## src/rtl/mult_div_unit_if.sv

```systemverilog
// rtl/mult_div_unit_if.sv - operand/result bundle between control unit and mult_div_unit
interface mult_div_unit_if #(
  parameter int WIDTH = 32
);
  logic [WIDTH-1:0] AOut;
  logic [WIDTH-1:0] ALU2Out;
  logic             start;
  logic             op;
  logic [WIDTH-1:0] HI;
  logic [WIDTH-1:0] LO;
  logic             busy;
  logic             done;
  logic             divZero;

  modport master (
    output AOut, ALU2Out, start, op,
    input  HI, LO, busy, done, divZero
  );

  modport slave (
    input  AOut, ALU2Out, start, op,
    output HI, LO, busy, done, divZero
  );
endinterface

```

## src/rtl/mult_div_unit.sv

```systemverilog
// rtl/mult_div_unit.sv - sequential signed radix-2 Booth multiplier and restoring divider
module mult_div_unit #(
  parameter int WIDTH = 32,
  parameter int CNT_W = 5
) (
  input logic            clk,
  input logic            reset_n,
  mult_div_unit_if.slave bus
);
  typedef enum logic [1:0] {IDLE, MULT, DIV, DONE} state_t;

  localparam logic [CNT_W-1:0] LAST = CNT_W'(WIDTH - 1);

  state_t           state, state_d;
  logic [CNT_W-1:0] cnt, cnt_d;
  logic [WIDTH:0]   acc, acc_d;
  logic [WIDTH-1:0] mq, mq_d;
  logic [WIDTH-1:0] mcand, mcand_d;
  logic             qm1, qm1_d;
  logic             neg_q, neg_q_d;
  logic             neg_r, neg_r_d;
  logic [WIDTH-1:0] hi_q, hi_d;
  logic [WIDTH-1:0] lo_q, lo_d;
  logic             busy_q, busy_d;
  logic             done_q, done_d;
  logic             dz_q, dz_d;

  // One guard bit on acc keeps the add/sub exact when the multiplicand is most negative.
  logic [WIDTH:0]   mcand_ext, booth_sum, booth_acc;
  logic [WIDTH-1:0] booth_mq;

  assign mcand_ext = {mcand[WIDTH-1], mcand};

  always_comb begin
    booth_sum = acc;
    case ({mq[0], qm1})
      2'b01:   booth_sum = acc + mcand_ext;
      2'b10:   booth_sum = acc - mcand_ext;
      default: booth_sum = acc;
    endcase
  end

  assign booth_acc = {booth_sum[WIDTH], booth_sum[WIDTH:1]};
  assign booth_mq  = {booth_sum[0], mq[WIDTH-1:1]};

  // Partial remainder stays below the divisor magnitude, so bit WIDTH of the diff is a clean borrow.
  logic [WIDTH:0]   div_shift, div_diff, div_rem;
  logic [WIDTH-1:0] div_quo;
  logic             div_ge;

  assign div_shift = {acc[WIDTH-1:0], mq[WIDTH-1]};
  assign div_diff  = div_shift - {1'b0, mcand};
  assign div_ge    = ~div_diff[WIDTH];
  assign div_rem   = div_ge ? div_diff : div_shift;
  assign div_quo   = {mq[WIDTH-2:0], div_ge};

  logic [WIDTH-1:0] a_mag, b_mag;
  logic             accept;

  assign a_mag  = bus.AOut[WIDTH-1]    ? (~bus.AOut + WIDTH'(1))    : bus.AOut;
  assign b_mag  = bus.ALU2Out[WIDTH-1] ? (~bus.ALU2Out + WIDTH'(1)) : bus.ALU2Out;
  assign accept = bus.start && ((state == IDLE) || (state == DONE));

  always_comb begin
    state_d = state;
    cnt_d   = cnt;
    acc_d   = acc;
    mq_d    = mq;
    mcand_d = mcand;
    qm1_d   = qm1;
    neg_q_d = neg_q;
    neg_r_d = neg_r;
    hi_d    = hi_q;
    lo_d    = lo_q;
    dz_d    = dz_q;

    case (state)
      IDLE, DONE: begin
        state_d = IDLE;
        if (accept) begin
          cnt_d = '0;
          acc_d = '0;
          qm1_d = 1'b0;
          if (!bus.op) begin
            state_d = MULT;
            mq_d    = bus.ALU2Out;
            mcand_d = bus.AOut;
            dz_d    = 1'b0;
          end else if (bus.ALU2Out == '0) begin
            state_d = DONE;
            dz_d    = 1'b1;
          end else begin
            state_d = DIV;
            mq_d    = a_mag;
            mcand_d = b_mag;
            neg_q_d = bus.AOut[WIDTH-1] ^ bus.ALU2Out[WIDTH-1];
            neg_r_d = bus.AOut[WIDTH-1];
            dz_d    = 1'b0;
          end
        end
      end

      MULT: begin
        acc_d = booth_acc;
        mq_d  = booth_mq;
        qm1_d = mq[0];
        cnt_d = cnt + CNT_W'(1);
        if (cnt == LAST) begin
          hi_d    = booth_acc[WIDTH-1:0];
          lo_d    = booth_mq;
          state_d = DONE;
        end
      end

      DIV: begin
        acc_d = div_rem;
        mq_d  = div_quo;
        cnt_d = cnt + CNT_W'(1);
        if (cnt == LAST) begin
          lo_d    = neg_q ? (~div_quo + WIDTH'(1)) : div_quo;
          hi_d    = neg_r ? (~div_rem[WIDTH-1:0] + WIDTH'(1)) : div_rem[WIDTH-1:0];
          state_d = DONE;
        end
      end

      default: state_d = IDLE;
    endcase

    busy_d = (state_d == MULT) || (state_d == DIV);
    done_d = (state_d == DONE);
  end

  always_ff @(posedge clk or negedge reset_n) begin
    if (!reset_n) begin
      state  <= IDLE;
      cnt    <= '0;
      acc    <= '0;
      mq     <= '0;
      mcand  <= '0;
      qm1    <= 1'b0;
      neg_q  <= 1'b0;
      neg_r  <= 1'b0;
      hi_q   <= '0;
      lo_q   <= '0;
      busy_q <= 1'b0;
      done_q <= 1'b0;
      dz_q   <= 1'b0;
    end else begin
      state  <= state_d;
      cnt    <= cnt_d;
      acc    <= acc_d;
      mq     <= mq_d;
      mcand  <= mcand_d;
      qm1    <= qm1_d;
      neg_q  <= neg_q_d;
      neg_r  <= neg_r_d;
      hi_q   <= hi_d;
      lo_q   <= lo_d;
      busy_q <= busy_d;
      done_q <= done_d;
      dz_q   <= dz_d;
    end
  end

  assign bus.HI      = hi_q;
  assign bus.LO      = lo_q;
  assign bus.busy    = busy_q;
  assign bus.done    = done_q;
  assign bus.divZero = dz_q;
endmodule
```

## src/flat_wrapper.sv

```systemverilog
// flat-port wrapper written by rule: the top's interface ports become plain ports
module mult_div_unit_flat 
#(
  parameter int WIDTH = 32,
  parameter int CNT_W = 5
)
  (clk, reset_n, bus_AOut, bus_ALU2Out, bus_start, bus_op, bus_HI, bus_LO, bus_busy, bus_done, bus_divZero);
  mult_div_unit_if #(.WIDTH(WIDTH)) bus_i ();
  input logic clk;
  input logic reset_n;
  input wire logic [$bits(bus_i.AOut)-1:0] bus_AOut;
  input wire logic [$bits(bus_i.ALU2Out)-1:0] bus_ALU2Out;
  input wire logic [$bits(bus_i.start)-1:0] bus_start;
  input wire logic [$bits(bus_i.op)-1:0] bus_op;
  output wire logic [$bits(bus_i.HI)-1:0] bus_HI;
  output wire logic [$bits(bus_i.LO)-1:0] bus_LO;
  output wire logic [$bits(bus_i.busy)-1:0] bus_busy;
  output wire logic [$bits(bus_i.done)-1:0] bus_done;
  output wire logic [$bits(bus_i.divZero)-1:0] bus_divZero;
  assign bus_i.AOut = bus_AOut;
  assign bus_i.ALU2Out = bus_ALU2Out;
  assign bus_i.start = bus_start;
  assign bus_i.op = bus_op;
  assign bus_HI = bus_i.HI;
  assign bus_LO = bus_i.LO;
  assign bus_busy = bus_i.busy;
  assign bus_done = bus_i.done;
  assign bus_divZero = bus_i.divZero;
  mult_div_unit #(.WIDTH(WIDTH), .CNT_W(CNT_W)) u_core (.clk(clk), .reset_n(reset_n), .bus(bus_i));
endmodule
```

## config.mk

```make
export PLATFORM = sky130hd
export DESIGN_NAME = mult_div_unit_flat
export DESIGN_NICKNAME = d
export VERILOG_FILES = /design/src/rtl/mult_div_unit_if.sv /design/src/rtl/mult_div_unit.sv /design/src/flat_wrapper.sv
export SDC_FILE = /design/constraint.sdc
export NUM_CORES = 1
export LEC_CHECK = 0
export ABC_AREA = 1
export CAP_MARGIN = 20
export CORE_MARGIN = 2
export CORE_UTILIZATION = 50
export DETAILED_ROUTE_END_ITERATION = 6
export GPL_TIMING_DRIVEN = 0
export PLACE_DENSITY = 0.81
export SLEW_MARGIN = 20
export SYNTH_ARGS = -nofsm -noshare
export SYNTH_HDL_FRONTEND = slang
export SYNTH_SLANG_ARGS = --single-unit
```

## constraint.sdc

```tcl
create_clock -name clk -period 8.36 [get_ports clk]
set_clock_uncertainty 0.1 [all_clocks]
set_input_delay 2.508 -clock clk [delete_from_list [all_inputs] [get_ports clk]]
set_output_delay 2.508 -clock clk [all_outputs]
set_load 0.02 [all_outputs]
```

### Yosys cells after proc, flatten, opt, wreduce, memory -nomap -nowiden

Index checks and enable logic that the tools add are counted.

* add/sub/neg operators: 8
* $mul: 0
* div/mod/pow operators: 0
* magnitude comparators: 0
* equal/unequal tests: 14
* shift-type cells: 0
* muxes and demuxes: 31
* bitwise logic cells: 7
* reductions and logical operators: 15

Operators with widths (count)
* 32-bit 2-to-1 mux: 13
* 32-bit by 1-bit adder with 32-bit output (second input constant): 4
* 32-bit NOT: 4
* 32-bit case mux with 2 select lines: 2
* 33-bit case mux with 3 select lines: 1
* 32-bit case mux with 3 select lines: 1
* 33-bit 2-to-1 mux: 2
* 33-bit case mux with 2 select lines: 1
* 33-bit adder: 1
* 33-bit by 32-bit subtractor with 33-bit output: 1
* 33-bit subtractor: 1
* 32-bit zero test: 1
* 2-bit == test (second input constant): 5
* 5-bit case mux with 2 select lines: 1
* 2-bit by 1-bit == test with 1-bit output (second input constant): 3
* 2-bit 2-to-1 mux: 3
* 2-bit by 1-bit != test with 1-bit output (second input constant): 3
* 2-bit AND reduction: 3
* 3-bit AND reduction: 2
* 5-bit by 1-bit adder with 5-bit output (second input constant): 1
* 5-bit == test (second input constant): 1
* 5-bit 2-to-1 mux: 1
* 1-bit 2-to-1 mux: 4
* 2-bit case mux with 2 select lines: 1
* other kinds (11): 15

* flip-flop bits (word level): 174
* bits in latches: 0
* memory bits (writable): 0
* memory bits (read-only): 0
* bits of input ports: 68
* output and inout bits: 67
* memories: 0

### Longest topological paths before layout

* depth after elaboration: 7
* gate-level depth with buffers: 32
* depth with buffers taken out: 32

### Worst setup path after synthesis

Ideal clock, no wire load.

* kind: register to register
* from: reg u_core.mq[31]
* to: reg u_core.lo_q[28] (netlist: u_core.bus.LO[28])
* setup time: 123 ps
* arrival: 4210 ps
* required time: 8137 ps
* setup slack: 3927 ps
* cell stages (with the launch flop): 30
* path buffers: 3
* period minus slack after synthesis: 4433 ps
* path through: dfrtp_1 inv_1 ha_1 fa_1 inv_1 nand2_1 nand3_1 nand2_1 nand2_1 nand2_1 nand2_1 a21oi_1 o21bai_1 ha_1 buf_6 inv_1 buf_2 clkbuf_1 ha_1 nand3_1 nor3_1 nor3b_1 nand2_1 nor2_1 nand3_1 inv_1 a41oi_1 xor2_1 o21ai_0 nand2_1

* cells in the longest elaborated chain, start to end: 7

RTL lines
* start: declaration: line mult_div_unit.sv:17 `logic [WIDTH-1:0] mq, mq_d;`
* start signal: assignment: line mult_div_unit.sv:152 `mq <= mq_d;`
* 33-bit by 32-bit subtractor with 33-bit output: line mult_div_unit.sv:52 `assign div_diff = div_shift - {1'b0, mcand};`
* 1-bit NOT: line mult_div_unit.sv:53 `assign div_ge = ~div_diff[WIDTH];`
* 32-bit NOT: line mult_div_unit.sv:120 `lo_d = neg_q ? (~div_quo + WIDTH'(1)) : div_quo;`
* 32-bit by 1-bit adder with 32-bit output: line mult_div_unit.sv:120
* 32-bit 2-to-1 mux: line mult_div_unit.sv:120
* 32-bit 2-to-1 mux: line mult_div_unit.sv:119 `if (cnt == LAST) begin`
* 32-bit case mux with 2 select lines: line mult_div_unit.sv:77 `case (state)`
* end signal: assignment: line mult_div_unit.sv:158 `lo_q <= lo_d;`
* end: declaration: line mult_div_unit.sv:23 `logic [WIDTH-1:0] lo_q, lo_d;`

Every way passes these cells. The select of a mux whose other input is x is not followed.
A chain may end at the register's enable or synchronous reset.

### Final worst setup path

* from: reg u_core.mq[31]
* to: reg u_core.lo_q[26] (netlist: u_core.bus.LO[26])

The elaborated chain is that of the path after synthesis.

==> flow_metrics.py <==
metrics = {
    "clock_network": {
        "cts_buffers": 17,
        "cts_hold_buf": 0,
        "cts.htree.levels": 4,
        "clockBufferDepth": 2,
        "cts_setup_buffers": 0,
        "clk_root_buffer_cell": "clkbuf_16",
        "clkSinkCount": 174,
        "clk_pin_slew_ns": 0.07,
        "cts.repair.resized": 0,
        "clock_latency_ns": 0.46,
        "cts_tree": "done",
    },
    "placement": {
        "dp_hpwl_um": 59800,
        "port_buffers": 133,
        "globalplace.congestion": 1.03,
        "place_ws_ns": 2.34,
    },
    "worst_hold_path": {
        "hold_path.class": "reg -> reg",
    },
    "logic_synthesis": {
        "netlist.top_cell.by_area": "dfrtp_1",
        "synth.area.mux_share_pct": 0,
        "netlist_area_sq_um": 17600,
        "synth_ff_type": "dfrtp_1",
        "synthTopCellsByArea": "dfrtp_1 25%, nand2_1 17%, inv_1 8.2%, o21ai_0 6.2%, ha_1 5.4%",
        "synth_edf_count": 0,
        "synthTopCellsByCount": "790 x nand2_1, 385 x inv_1, 216 x o21ai_0",
        "synth_cell_types": 61,
        "synth_xor_area_share_pct": 4.34,
        "syn-num-nets": 2942,
        "synth-compound-area-share_pct": 20.0,
        "async_reset_ff_share_pct": 100,
        "ys_seq_area_share_pct": 24.8,
        "yosys_warnings": 0,
        "synth_fa_ha_area_share_pct": 5.65,
        "synth_most_common_cell": "nand2_1",
        "synth_seq_cells": 174,
        "syn_avg_cell_area_sq_um": 6.28,
        "synth_top_family_by_area": "simple AND/OR/NAND/NOR gates",
        "synthSimpleGateAreaFrac_pct": 33.9,
        "synth.top_cell.area_share_pct": 24.8,
        "synth_cells": 2796,
    },
    "route": {
        "drt_first_pass_iters": 6,
        "ant_nets": 0,
        "avgRoutedWirePerCell_um": 21.6,
        "met1_length_um": 28300,
        "drt_wl_total_um": 73700,
        "via_per_inst": 6.03,
        "wl_met2_um": 32700,
        "drt_iter0_markers": 2299,
        "topRoutingLayerUsed": "met4",
        "met3_length_um": 6410,
        "drc": 0,
        "vias": 20600,
    },
    "worst_setup_path": {
        "max_stage_delay_ns": 0.53,
        "slowest_stage": "clkbuf_1",
        "path_buf_inv": 7,
        "cp.required_ns": 8.60,
        "crit_type": "reg -> reg",
        "cp_common_cell": "nand2_1",
        "critPathArrivalTime_ns": 6.45,
        "crit_family": "simple AND/OR/NAND/NOR gates",
        "critPathCaptureType": "flip-flop",
        "start_kind": "flip-flop",
        "worstPathMaxFanout": 10,
    },
    "global_route": {
        "grt_util_all_layers_pct": 40.6,
        "gr-total-overflow": 0,
        "first_global_vias": 19800,
        "antenna_found_initial": 0,
        "grt_max_degree": 96,
        "grt_first_pass_wirelength_um": 112000,
    },
    "die": {
        "coreArea_sq_um": 34500,
        "start_util_pct": 50.8,
        "die_area_sq_um": 36600,
        "rows": 68,
        "ios": 135,
        "die_w_um": 191,
        "die-height_um": 191,
    },
    "sta": {
        "setup_tns_ns": 0,
        "timing.fmax_mhz": 161,
        "whs_ns": 0.383,
        "tightestPinTransition_ns": 0.918,
        "rsz0062_at_grt": "false",
        "post-route-period-util_pct": 74.3,
        "min_period_ns": 6.21,
        "slew_viol_final": 0,
        "hold_viol": 0,
        "relSlewSlack_pct": 38.6,
        "finalWorstSetupSlack_ns": 2.15,
        "setup_viol": 0,
    },
    "status": {
        "status": "completed",
    },
    "cells_and_area": {
        "fillCellCount": 3478,
        "nNetsFinal": 3095,
        "syn2layout_area_growth_pct": 14.3,
        "final_core_util_pct": 58.1,
        "n_antenna_cell": 0,
        "drive_above_1_share_pct": 5.57,
    },
    "pwr": {
        "leakagePower_nw": 9.90,
        "total_power_w": 0.00953,
        "p_per_area_nw_per_um2": 475,
        "ir_worst_vdd_mv": 0.222,
    },
    "run": {
        "cap_violations": 0,
    },
}
[final cells by class]
type	count	area [sq um]	share of cell area [%]
flip-flops and latches	174	4350	21.7
multi-input cells	2113	11200	55.9
well taps	455	569	2.84
plain buffers	108	479	2.39
clock buffers	18	429	2.14
clock inverters	14	151	0.754
inverters	401	1510	7.50
repair buffers	134	1360	6.80
[registers in the layout (all words and copies together), names as in the netlist, 2 cells and up]
register	cells
u_core.acc	33
u_core.bus.HI	32
u_core.bus.LO	32
u_core.cnt	5
u_core.mcand	32
u_core.mq	32
u_core.state	2
[path summary, 6_finish.rpt]
kind / start / to / slack (ns) / cells after the start
max in group asynchronous: reset_n / u_core.mq[22] / 5.28 / 2
worst min register to register: u_core.bus.LO[28] / u_core.bus.LO[28] / 0.38 / 2
worst max-delay path: u_core.mq[31] / u_core.bus.LO[26] / 2.15 / 30
min in group asynchronous: reset_n / u_core.acc[28] / 1.96 / 1
worst max register to register: u_core.mq[31] / u_core.bus.LO[26] / 2.15 / 30
worst min-delay path: u_core.bus.LO[28] / u_core.bus.LO[28] / 0.38 / 2
[kinds of logic after synthesis]
kind of cell               Yosys count
AOI/OAI and AO/OA                  580
xor gates and xnor gates            87
buffers and inverters              509
and+or+nand+nor                   1368
adders and majority gates           78
DFF                                174
[through the flow]
step                instance area, sq um  std cells
finish                             20100       3417
detailed placement                 19500       3385
global placement                   19500       3384
CTS                                20100       3417
floorplan                          17600       2796
global route                       20100       3417
[per-layer routing]
layer	track usage [%]	up-vias
met2	65.2	1208
met4	29.9	0
met3	6.39	289
li1	-	9523
met1	49.2	9575
met5	0	-
[power breakdown]
part | switching (W) | internal, W | leakage (nW) | total [W]
Sequential | 0.000326 | 0.00121 | 2.21 | 0.00153
Combinational | 0.00496 | 0.00222 | 7.41 | 0.00718
Clock | 0.000398 | 0.000423 | 0.282 | 0.000820
Total | 0.00568 | 0.00386 | 9.90 | 0.00953
[layout by cell type, fill, tap and decap left out, types with 13 or more instances in the layout]
master | Yosys | layout
o22ai_1 | 18 | 18
o21ai_0 | 216 | 216
dfrtp_1 | 174 | 174
clkbuf_16 | 0 | 17
ha_1 | 76 | 76
nand2_2 | 28 | 28
nand4_1 | 40 | 40
o211ai_1 | 45 | 45
o21ai_1 | 15 | 15
clkdlybuf4s50_1 | 0 | 132
nand3_1 | 176 | 176
a31oi_1 | 19 | 19
xor2_1 | 78 | 78
inv_2 | 13 | 13
o221ai_1 | 58 | 58
nor3_1 | 34 | 34
nand2_1 | 790 | 790
nor2_1 | 214 | 214
a21oi_1 | 146 | 146
clkbuf_1 | 81 | 82
or2_2 | 20 | 20
inv_1 | 385 | 385
[tightest hold or removal path: stages, from the launching register on]
cell and delay, ns:
dfrtp_1 0.35, nand2_1 0.05, nand2_1 0.05
(Power assumes the default switching activity.)
